===== config.mk =====
export PLATFORM = sky130hd
export DESIGN_NAME = t05_bit_packer
export DESIGN_NICKNAME = d
export VERILOG_FILES = /design/src/rtl/t05_pack_pkg.sv /design/src/rtl/t05_byte_fifo.sv /design/src/rtl/t05_bit_packer.sv
export SDC_FILE = /design/constraint.sdc
export NUM_CORES = 1
export LEC_CHECK = 0
export BUFFER_PORTS_ARGS = -buffer_cell sky130_fd_sc_hd__buf_2
export CAP_MARGIN = 20
export CORE_ASPECT_RATIO = 1.2
export CORE_UTILIZATION = 50
export DETAILED_ROUTE_END_ITERATION = 8
export PLACE_DENSITY = 0.71
export SETUP_SLACK_MARGIN = 0.15
export SYNTH_ARGS = -nofsm -noshare
export SYNTH_HDL_FRONTEND = slang
export SYNTH_SLANG_ARGS = --single-unit

===== constraint.sdc =====
create_clock -name clk -period 5.43 [get_ports clk]
set_input_delay 0.8145 -clock clk [delete_from_list [all_inputs] [get_ports clk]]
set_output_delay 0.8145 -clock clk [all_outputs]
set_load 0.01 [all_outputs]

===== src/rtl/t05_pack_pkg.sv =====
// rtl/t05_pack_pkg.sv - shared types, constants and CRC helper for the bit packer
package t05_pack_pkg;

  typedef enum logic [2:0] {
    ST_IDLE,
    ST_PACK,
    ST_FLUSH,
    ST_DRAIN,
    ST_DONE
  } pack_state_e;

  localparam logic [7:0] CRC8_POLY         = 8'h07;
  localparam logic [3:0] PACK_ACTIVE_STATE = 4'd5;

  // One byte of CRC-8, MSB-first, no reflection, no final xor
  function automatic logic [7:0] crc8_update(input logic [7:0] crc, input logic [7:0] data);
    logic [7:0] c;
    c = crc ^ data;
    for (int i = 0; i < 8; i++) begin
      c = c[7] ? ((c << 1) ^ CRC8_POLY) : (c << 1);
    end
    return c;
  endfunction

endpackage


===== src/rtl/t05_byte_fifo.sv =====
// rtl/t05_byte_fifo.sv - 8-bit first-word fall-through byte FIFO
module t05_byte_fifo #(
  parameter int DEPTH = 4
) (
  input  logic                     clk,
  input  logic                     rst_n,
  input  logic                     push_i,
  input  logic [7:0]               data_i,
  input  logic                     pop_i,
  output logic [7:0]               data_o,
  output logic                     full_o,
  output logic                     empty_o,
  output logic [$clog2(DEPTH):0]   count_o
);

  localparam int AW = $clog2(DEPTH);

  logic [7:0]    mem_q [DEPTH];
  logic [AW-1:0] wr_ptr_q, rd_ptr_q;
  logic [AW:0]   count_q;
  logic          do_push, do_pop;

  // A push while full is only honoured when the head leaves in the same cycle
  assign do_push = push_i && (!full_o || pop_i);
  assign do_pop  = pop_i && !empty_o;

  assign full_o  = (count_q == (AW+1)'(DEPTH));
  assign empty_o = (count_q == '0);
  assign count_o = count_q;
  assign data_o  = mem_q[rd_ptr_q];

  // Storage array needs no reset: contents are only visible when count is nonzero
  always_ff @(posedge clk) begin
    if (do_push) begin
      mem_q[wr_ptr_q] <= data_i;
    end
  end

  // Pointer and occupancy bookkeeping
  always_ff @(posedge clk or negedge rst_n) begin
    if (!rst_n) begin
      wr_ptr_q <= '0;
      rd_ptr_q <= '0;
      count_q  <= '0;
    end else begin
      if (do_push) wr_ptr_q <= wr_ptr_q + AW'(1);
      if (do_pop)  rd_ptr_q <= rd_ptr_q + AW'(1);
      case ({do_push, do_pop})
        2'b10:   count_q <= count_q + (AW+1)'(1);
        2'b01:   count_q <= count_q - (AW+1)'(1);
        default: count_q <= count_q;
      endcase
    end
  end

endmodule


===== src/rtl/t05_bit_packer.sv =====
// rtl/t05_bit_packer.sv - MSB-first serial-to-byte packer with FIFO; optional CRC byte via T05_BIT_PACKER_CRC_EN
module t05_bit_packer
  import t05_pack_pkg::*;
#(
  parameter int         FIFO_DEPTH   = 4,
  parameter logic [3:0] ACTIVE_STATE = PACK_ACTIVE_STATE
) (
  input  logic        clk,
  input  logic        rst,
  input  logic [3:0]  en_state,
  input  logic        bit_in,
  input  logic        bit_valid,
  input  logic        flush,
  output logic [7:0]  byte_out,
  output logic        byte_valid,
  input  logic        byte_ready,
  output logic        stall,
  output logic [31:0] byte_count,
  output logic        done
);

  localparam int CW = $clog2(FIFO_DEPTH) + 1;

  pack_state_e state_q, state_d;
  logic [7:0]  shift_q, shift_d;
  logic [2:0]  cnt_q, cnt_d;
  logic [31:0] byte_count_q;

  logic        active, accept, push, pop;
  logic [7:0]  push_data, byte_full, pad_byte;
  logic        fifo_full, fifo_empty;
  logic [CW-1:0] fifo_count;

`ifdef T05_BIT_PACKER_CRC_EN
  logic [7:0]  crc_q, crc_d;
  logic        crc_push;
`endif

  assign active    = (en_state == ACTIVE_STATE);
  assign accept    = active && bit_valid && !stall;
  assign byte_full = {shift_q[6:0], bit_in};
  // Remaining bits moved to the top, zeros fill the LSB side
  assign pad_byte  = shift_q << (4'd8 - {1'b0, cnt_q});
  assign pop       = byte_valid && byte_ready;

  assign byte_valid = !fifo_empty;
  assign stall      = fifo_full;
  assign byte_count = byte_count_q;
  assign done       = (state_q == ST_DONE);

  // Next-state and FIFO push decode; a bit in the flush cycle is packed before FLUSH looks at the count
  always_comb begin
    state_d   = state_q;
    shift_d   = shift_q;
    cnt_d     = cnt_q;
    push      = 1'b0;
    push_data = byte_full;
`ifdef T05_BIT_PACKER_CRC_EN
    crc_push  = 1'b0;
`endif
    case (state_q)
      ST_IDLE: begin
        if (active) state_d = ST_PACK;
      end
      ST_PACK: begin
        if (accept) begin
          shift_d = byte_full;
          cnt_d   = cnt_q + 3'd1;
          if (cnt_q == 3'd7) push = 1'b1;
        end
        if (active && flush) state_d = ST_FLUSH;
      end
      ST_FLUSH: begin
        if (cnt_q != 3'd0) begin
          if (!stall) begin
            push      = 1'b1;
            push_data = pad_byte;
            cnt_d     = 3'd0;
          end
        end else begin
`ifdef T05_BIT_PACKER_CRC_EN
          if (!stall) begin
            push      = 1'b1;
            push_data = crc_q;
            crc_push  = 1'b1;
            state_d   = ST_DRAIN;
          end
`else
          state_d = ST_DRAIN;
`endif
        end
      end
      ST_DRAIN: begin
        if (fifo_count == '0) state_d = ST_DONE;
      end
      ST_DONE: begin
        state_d = ST_DONE;
      end
      default: state_d = ST_IDLE;
    endcase
  end

`ifdef T05_BIT_PACKER_CRC_EN
  // CRC covers every data and pad byte, never the CRC byte itself
  always_comb begin
    crc_d = crc_q;
    if (push && !crc_push) crc_d = crc8_update(crc_q, push_data);
  end

  // CRC accumulator register
  always_ff @(posedge clk or negedge rst) begin
    if (!rst) crc_q <= 8'h00;
    else      crc_q <= crc_d;
  end
`endif

  // State, shift register, bit counter and handoff counter
  always_ff @(posedge clk or negedge rst) begin
    if (!rst) begin
      state_q      <= ST_IDLE;
      shift_q      <= 8'h00;
      cnt_q        <= 3'd0;
      byte_count_q <= 32'd0;
    end else begin
      state_q <= state_d;
      shift_q <= shift_d;
      cnt_q   <= cnt_d;
      if (pop) byte_count_q <= byte_count_q + 32'd1;
    end
  end

  t05_byte_fifo #(
    .DEPTH(FIFO_DEPTH)
  ) u_fifo (
    .clk     (clk),
    .rst_n   (rst),
    .push_i  (push),
    .data_i  (push_data),
    .pop_i   (pop),
    .data_o  (byte_out),
    .full_o  (fifo_full),
    .empty_o (fifo_empty),
    .count_o (fifo_count)
  );

endmodule


=== Yosys cells after proc, flatten, opt, wreduce, memory -nomap -nowiden ===
Memories as Yosys holds them, arrays and structs flattened.
Index checks and enable logic that the tools add are counted.

* Output and inout port bits: 43
* Logic and storage cells: 69
* Memories kept: 1
* Flip-flop bits (word level): 53
* Input bits: 10
* Memory bits (writable): 32

* Shifts and indexed selects: 1
* Add/sub/neg operators: 7
* Equality and inequality tests: 16
* Muxes and demuxes: 20
* Reductions and logical operators: 17

{| class="wikitable"
|+ Memories
! name !! depth !! width !! rd ports !! clocked after memory_dff !! wr ports !! RTL line !! RTL
|-
| u_fifo.mem_q || 4 || 8 || 1 || 0 || 1 || t05_byte_fifo.sv:18 || <nowiki>logic [7:0] mem_q [DEPTH];</nowiki>
|}

{| class="wikitable"
|+ Operators by type and width
! kind !! count
|-
| $add A32 B1 Y32 const B || 1
|-
| $mux W8 || 3
|-
| $mux W3 || 7
|-
| $pmux W3 S5 || 1
|-
| $ne A2 B2 Y1 const B || 6
|-
| $pmux W3 S2 || 2
|-
| $eq A3 B3 Y1 const B || 3
|-
| $reduce_and A4 Y1 || 2
|-
| $shl A8 B4 Y8 || 1
|-
| $add A3 B1 Y3 const B || 2
|-
| $eq A3 B2 Y1 const B || 2
|-
| $logic_and A1 B1 Y1 || 6
|-
| $logic_not A3 Y1 || 2
|-
| $mux W1 || 6
|-
| $add A2 B1 Y2 const B || 2
|-
| $eq A4 B3 Y1 const B || 1
|-
| $reduce_bool A2 Y1 || 2
|-
| $sub A4 B3 Y4 const A || 1
|-
| $eq A3 B1 Y1 const B || 1
|-
| $reduce_bool A3 Y1 || 1
|-
| $sub A3 B1 Y3 const B || 1
|-
| $eq A2 B1 Y1 const B || 1
|-
| $eq A2 B2 Y1 const B || 1
|-
| $logic_not A1 Y1 || 2
|-
| other kinds (4) || 4
|}

=== Longest topological paths before layout ===
* Depth in word-level cells: 8
* Gate-level depth with buffers: 13

=== Cells and area by module ===
From an unflattened synthesis, not the netlist that was laid out.

* Cell total of the unflattened synthesis: 304
* Area total of the unflattened synthesis: 4096.4 µm²

{| class="wikitable"
|+ Modules (own cells, without submodules)
! module !! instances !! cells each !! area each (µm²)
|-
| t05_bit_packer || 1 || 224 || 2508.7
|-
| t05_byte_fifo || 1 || 80 || 1587.8
|}

=== Worst setup path after synthesis ===
No wires, ideal clock.

* Path type: register -> register
* Start: reg cnt_q[0]
* End: reg u_fifo.count_q[2] (netlist: u_fifo.count_o[2])
* Setup time: 125 ps
* Required time: 5305 ps
* Cell stages (with the launch flop): 14
* Buffers on the path: 1
* Arrival: 2578 ps
* Setup slack: 2727 ps
* Cell sequence: dfrtp_1 clkbuf_1 inv_1 ha_1 ha_1 or2_2 a21oi_4 inv_1 ha_1 inv_1 fa_1 xor2_1 nor2_1 xor2_1

* Word-level cells in the longest chain between the ends: 7
* Elaborated cells on any way between the ends: 11
* Those cells by class: 3 x eq/ne; 5 x mux; 3 x reduce/logical

{| class="wikitable"
|+ Ends and longest elaborated chain
! what !! RTL line !! RTL
|-
| start: declaration || t05_bit_packer.sv:26 || <nowiki>logic [2:0] cnt_q, cnt_d;</nowiki>
|-
| start signal: assignment || t05_bit_packer.sv:127 || <nowiki>cnt_q <= cnt_d;</nowiki>
|-
| $eq A3 B3 Y1 || t05_bit_packer.sv:69 || <nowiki>if (cnt_q == 3'd7) push = 1'b1;</nowiki>
|-
| $mux W1 || t05_bit_packer.sv:69 ||
|-
| $mux W1 || t05_bit_packer.sv:66 || <nowiki>if (accept) begin</nowiki>
|-
| $pmux W1 S2 (*) || t05_bit_packer.sv:61 || <nowiki>case (state_q)</nowiki>
|-
| $logic_and A1 B1 Y1 (*) || t05_byte_fifo.sv:24 || <nowiki>assign do_push = push_i && (!full_o || pop_i);</nowiki>
|-
| $eq A2 B1 Y1 / $eq A2 B2 Y1 (equally long branches) || t05_byte_fifo.sv:48 || <nowiki>case ({do_push, do_pop})</nowiki>
|-
| $pmux W3 S2 / $reduce_bool A2 Y1 (equally long branches) || -- ||
|-
| end signal: assignment || t05_byte_fifo.sv:49 || <nowiki>2'b10: count_q <= count_q + (AW+1)'(1);</nowiki>
|-
| end signal: assignment || t05_byte_fifo.sv:50 || <nowiki>2'b01: count_q <= count_q - (AW+1)'(1);</nowiki>
|-
| end signal: assignment || t05_byte_fifo.sv:51 || <nowiki>default: count_q <= count_q;</nowiki>
|-
| end: declaration || t05_byte_fifo.sv:20 || <nowiki>logic [AW:0] count_q;</nowiki>
|}

Mark *: on every way between the ends. The rest lies on a longest branch, timed or not.
A chain may end at the register's enable or synchronous reset.

=== Worst setup path after layout ===
* Start: reg cnt_q[0]
* End: mem u_fifo.mem_q[0][6], data pin

* Word-level cells in the longest chain between the ends: 5
* Elaborated cells on any way between the ends: 6
* Those cells by class: 1 x add/sub; 1 x shift; 3 x mux; 1 x reduce/logical

{| class="wikitable"
|+ Ends and longest elaborated chain
! what !! RTL line !! RTL
|-
| $sub A4 B3 Y4 || t05_bit_packer.sv:43 || <nowiki>assign pad_byte = shift_q << (4'd8 - {1'b0, cnt_q});</nowiki>
|-
| $shl A8 B4 Y8 || t05_bit_packer.sv:43 ||
|-
| $mux W8 || t05_bit_packer.sv:75 || <nowiki>if (!stall) begin</nowiki>
|-
| $mux W8 (*) || t05_bit_packer.sv:74 || <nowiki>if (cnt_q != 3'd0) begin</nowiki>
|-
| $mux W8 (*) || t05_bit_packer.sv:61 ||
|-
| net push_data[6] || t05_bit_packer.sv:30 || <nowiki>logic [7:0] push_data, byte_full, pad_byte;</nowiki>
|-
| end: declaration || t05_byte_fifo.sv:18 ||
|}

The timed path passes the listed nets; every way through them passes the cells marked *.

==> metrics.cfg <==
[timing]
hold_violations=0
slew-limit-headroom_pct=52.2
skew_ns=0.0156
worst_pin_slew_ns=0.707
slew_viol_final=0
grt_setup_unrepaired=no
finalSetupViolCount=0
setup-tns-final_ns=0
fin_crit_sh_pct=55.4
fmax_ghz=0.332
finalCriticalPeriod_ns=3.01

[clock_tree]
postCtsHoldBufs=0
clk_latency_ns=0.36
clock-root-buffer=clkbuf_8
clkSlewWorstSetupHoldPaths_ns=0.09
cts_buffers=9
ctsHtreeMaxLevel=3
clock-sinks=85
postCtsSetupRepairBufs=0
cts_resized=0
cts_tree=done
clockBufferDepth=2

[place]
dpl_cell_area_mm2=0.00440
portBuffers=52
dpl.hpwl_um=5030
gp_congestion=0.878

[final_layout]
fin_nets=382
multi_input_area_mm2=0.00167
drive_gt1_share_pct=27.6
diodes=0
final_area_mm2=0.00459
num-fill-cells=643
area_growth_pct=12.4
regArea_mm2=0.00229

[floorplanning]
num_rows=35
core_mm2=0.00779
die_x_um=84.5
start_util_pct=52.3
dieArea_mm2=0.00853
io_pins=53
die_h_um=101

[grt]
grt_max_degree=54
grt_pass1_vias=2493
track_usage_pct=18.2
antenna_found_initial=0
globalRouteOverflowTotal=0
grt_pass1_wl_um=11900

[setup_path]
end_kind=register
cp_max_fo=11
r2r-start=cnt_q[0]$_DFFE_PN0P_
critPathTopFamily=simple AND/OR/NAND/NOR gates
worstSetupStartpointType=register
r2r_end=u_fifo.mem_q[0][6]$_DFFE_PP_
crit_arrival_ns=3.11
startpoint=cnt_q[0]$_DFFE_PN0P_
worst_path_max_delay_cell=dfrtp_1
reg2reg_slack_ns=2.42
critical_path.cell_chain=inv_1 -> ha_1 -> ha_1 -> nor4b_1 -> nand2_1 -> or2_2 -> o21ai_0
required_ns=5.53
cp_num_buf_inv=1
reg2reg_depth=7
cp.depth=7
slowest_delay_ns=0.60
cp-endpoint=u_fifo.mem_q[0][6]$_DFFE_PP_
crit_type=reg2reg
crit_top_cell=ha_1

[outcome]
violations=DRC
status=finished, violations left

[min_path]
min_path_cells=1
hold_class=reg2reg

[synthesis]
synthArstFlopShare_pct=62.4
avgSynthCellArea_um2=13.2
synth-main-ff-cell=dfrtp_1
synth_edf_count=32
yosysSeqAreaShare_pct=56.1
synth_cells=310
ys_warn_count=0
synth_cell_types=48
netlist_area_mm2=0.00408
synthesis.nets=331
synth_seq_cells=85

[routing]
wl_um=7230
drtPass1Iterations=6
first_iter_violations=152
dr_total_vias=2562
viasPerCell=5.59
drc=4
wl_per_cell_um=15.8
ant_nets=0

[power_and_ir_drop]
power_density_mw_per_mm2=399
leakagePower_nw=2.11
ir_drop_v=0.000215

[flow_run]
max_cap_violations=0

[kinds of logic (layout without fill, tap and decap cells)]
| logic type | count (synthesis) | count (layout) | synth area share (%) |
|---|---|---|---|
| adder cells (fa/ha/maj) | 11 | 11 | 3.56 |
| flip-flops | 85 | 85 | 56.1 |
| AO/OA/AOI/OAI | 19 | 19 | 3.68 |
| multiplexers | 33 | 33 | 11.8 |
| AND/OR/NAND/NOR | 96 | 96 | 14.0 |
| buffers and inverters | 29 | 85 | 2.97 |
| XOR/XNOR | 37 | 37 | 7.94 |
[metrics by stage]
step	util, %	total power, mW	setup WS, ns	instances	hold slack [ns]
floorplan	-	1.28	2.73	310	0.475
global placement	56.5	1.41	2.45	442	0.454
detailed placement	56.5	1.43	2.35	442	0.460
CTS	58.8	1.85	2.47	458	0.473
global route	58.8	1.94	2.14	458	0.492
finish	58.8	1.83	2.42	458	0.465
[cells in the final DEF (no fill, tap or decap), drive strengths merged, types with 5 or more instances in the layout]
master	synthesis	routed
o21ai	5	5
mux2	11	11
edfxtp	32	32
nor4	7	7
xnor2	12	12
nand2	22	22
nand4	6	6
nor3	12	12
buf	5	53
clkbuf	8	12
nand3	13	13
dfrtp	53	53
nor2	11	11
and2	6	6
inv	16	19
xor2	25	25
mux4	11	11
mux2i	11	11
ha	10	10
[layout make-up]
cell class / instances / area share [%]
sequential: 85 / 49.9
multi-input combinational: 196 / 36.4
timing repair buffer: 53 / 5.84
clock buffer: 12 / 3.38
tap: 92 / 2.51
inverter: 16 / 1.31
clock inverter: 4 / 0.655
[flip-flops by register name, indices dropped and copies added, names as in the netlist]
| signal | flops |
|---|---|
| shift_q | 8 |
| cnt_q | 3 |
| u_fifo.mem_q | 32 |
| u_fifo.count_o | 3 |
| byte_count | 32 |
| u_fifo.rd_ptr_q | 2 |
| state_q | 3 |
| u_fifo.wr_ptr_q | 2 |
[worst min path at each step]
stage,slack (ns),start,to
6_report,0.46,byte_count[31]$_DFFE_PN0P_,byte_count[31]$_DFFE_PN0P_
5_1_grt,0.49,byte_count[31]$_DFFE_PN0P_,byte_count[31]$_DFFE_PN0P_
4_1_cts,0.47,byte_count[31]$_DFFE_PN0P_,byte_count[31]$_DFFE_PN0P_
3_5_place_dp,0.46,byte_count[31]$_DFFE_PN0P_,byte_count[31]$_DFFE_PN0P_
3_3_place_gp,0.45,byte_count[31]$_DFFE_PN0P_,byte_count[31]$_DFFE_PN0P_
2_1_floorplan,0.47,shift_q[7]$_DFFE_PN0P_,shift_q[7]$_DFFE_PN0P_
[synth_stat cells, types with 4 or more instances]
cell | n | share of area [%]
ha_1 | 10 | 3.1
nor2_1 | 11 | 1.0
inv_1 | 16 | 1.5
nor4_1 | 5 | 0.77
mux2i_1 | 11 | 2.7
nor3_1 | 12 | 1.5
xnor2_1 | 12 | 2.6
mux2_2 | 11 | 3.0
o21ai_0 | 5 | 0.61
xor2_1 | 25 | 5.4
clkbuf_1 | 7 | 0.64
edfxtp_1 | 32 | 24
dfrtp_1 | 53 | 33
nand3_1 | 13 | 1.6
nand2_1 | 22 | 2.0
nand4_1 | 5 | 0.77
mux4_2 | 11 | 6.1
and2_1 | 6 | 0.92
a22o_1 | 4 | 0.86
[power breakdown]
group          total [mW]  switching, mW  internal, mW
clock network       0.421          0.227         0.195
logic               0.519          0.260         0.259
registers           0.892          0.140         0.752
[worst reg2reg max path, delay by kind of cell (launching register included)]
| kind | cells | cell delay [ns] |
|---|---|---|
| buf+inv | 1 | 0.19 |
| flops | 1 | 0.60 |
| simple gates | 3 | 1.10 |
| compound gates | 1 | 0.41 |
| fa+ha+maj | 2 | 0.46 |
[metal layers]
| layer | vias up | global-route usage, % | part of all wire, % |
|---|---|---|---|
| li1 | 1231 | - | - |
| met1 | 1273 | 23.6 | 45 |
| met2 | 47 | 30.3 | 50 |
| met3 | 11 | 3.52 | 3.3 |
| met4 | 0 | 7.82 | 1.8 |
| met5 | - | 0 | 0 |
Note: power is estimated with default switching activity, not from simulation.
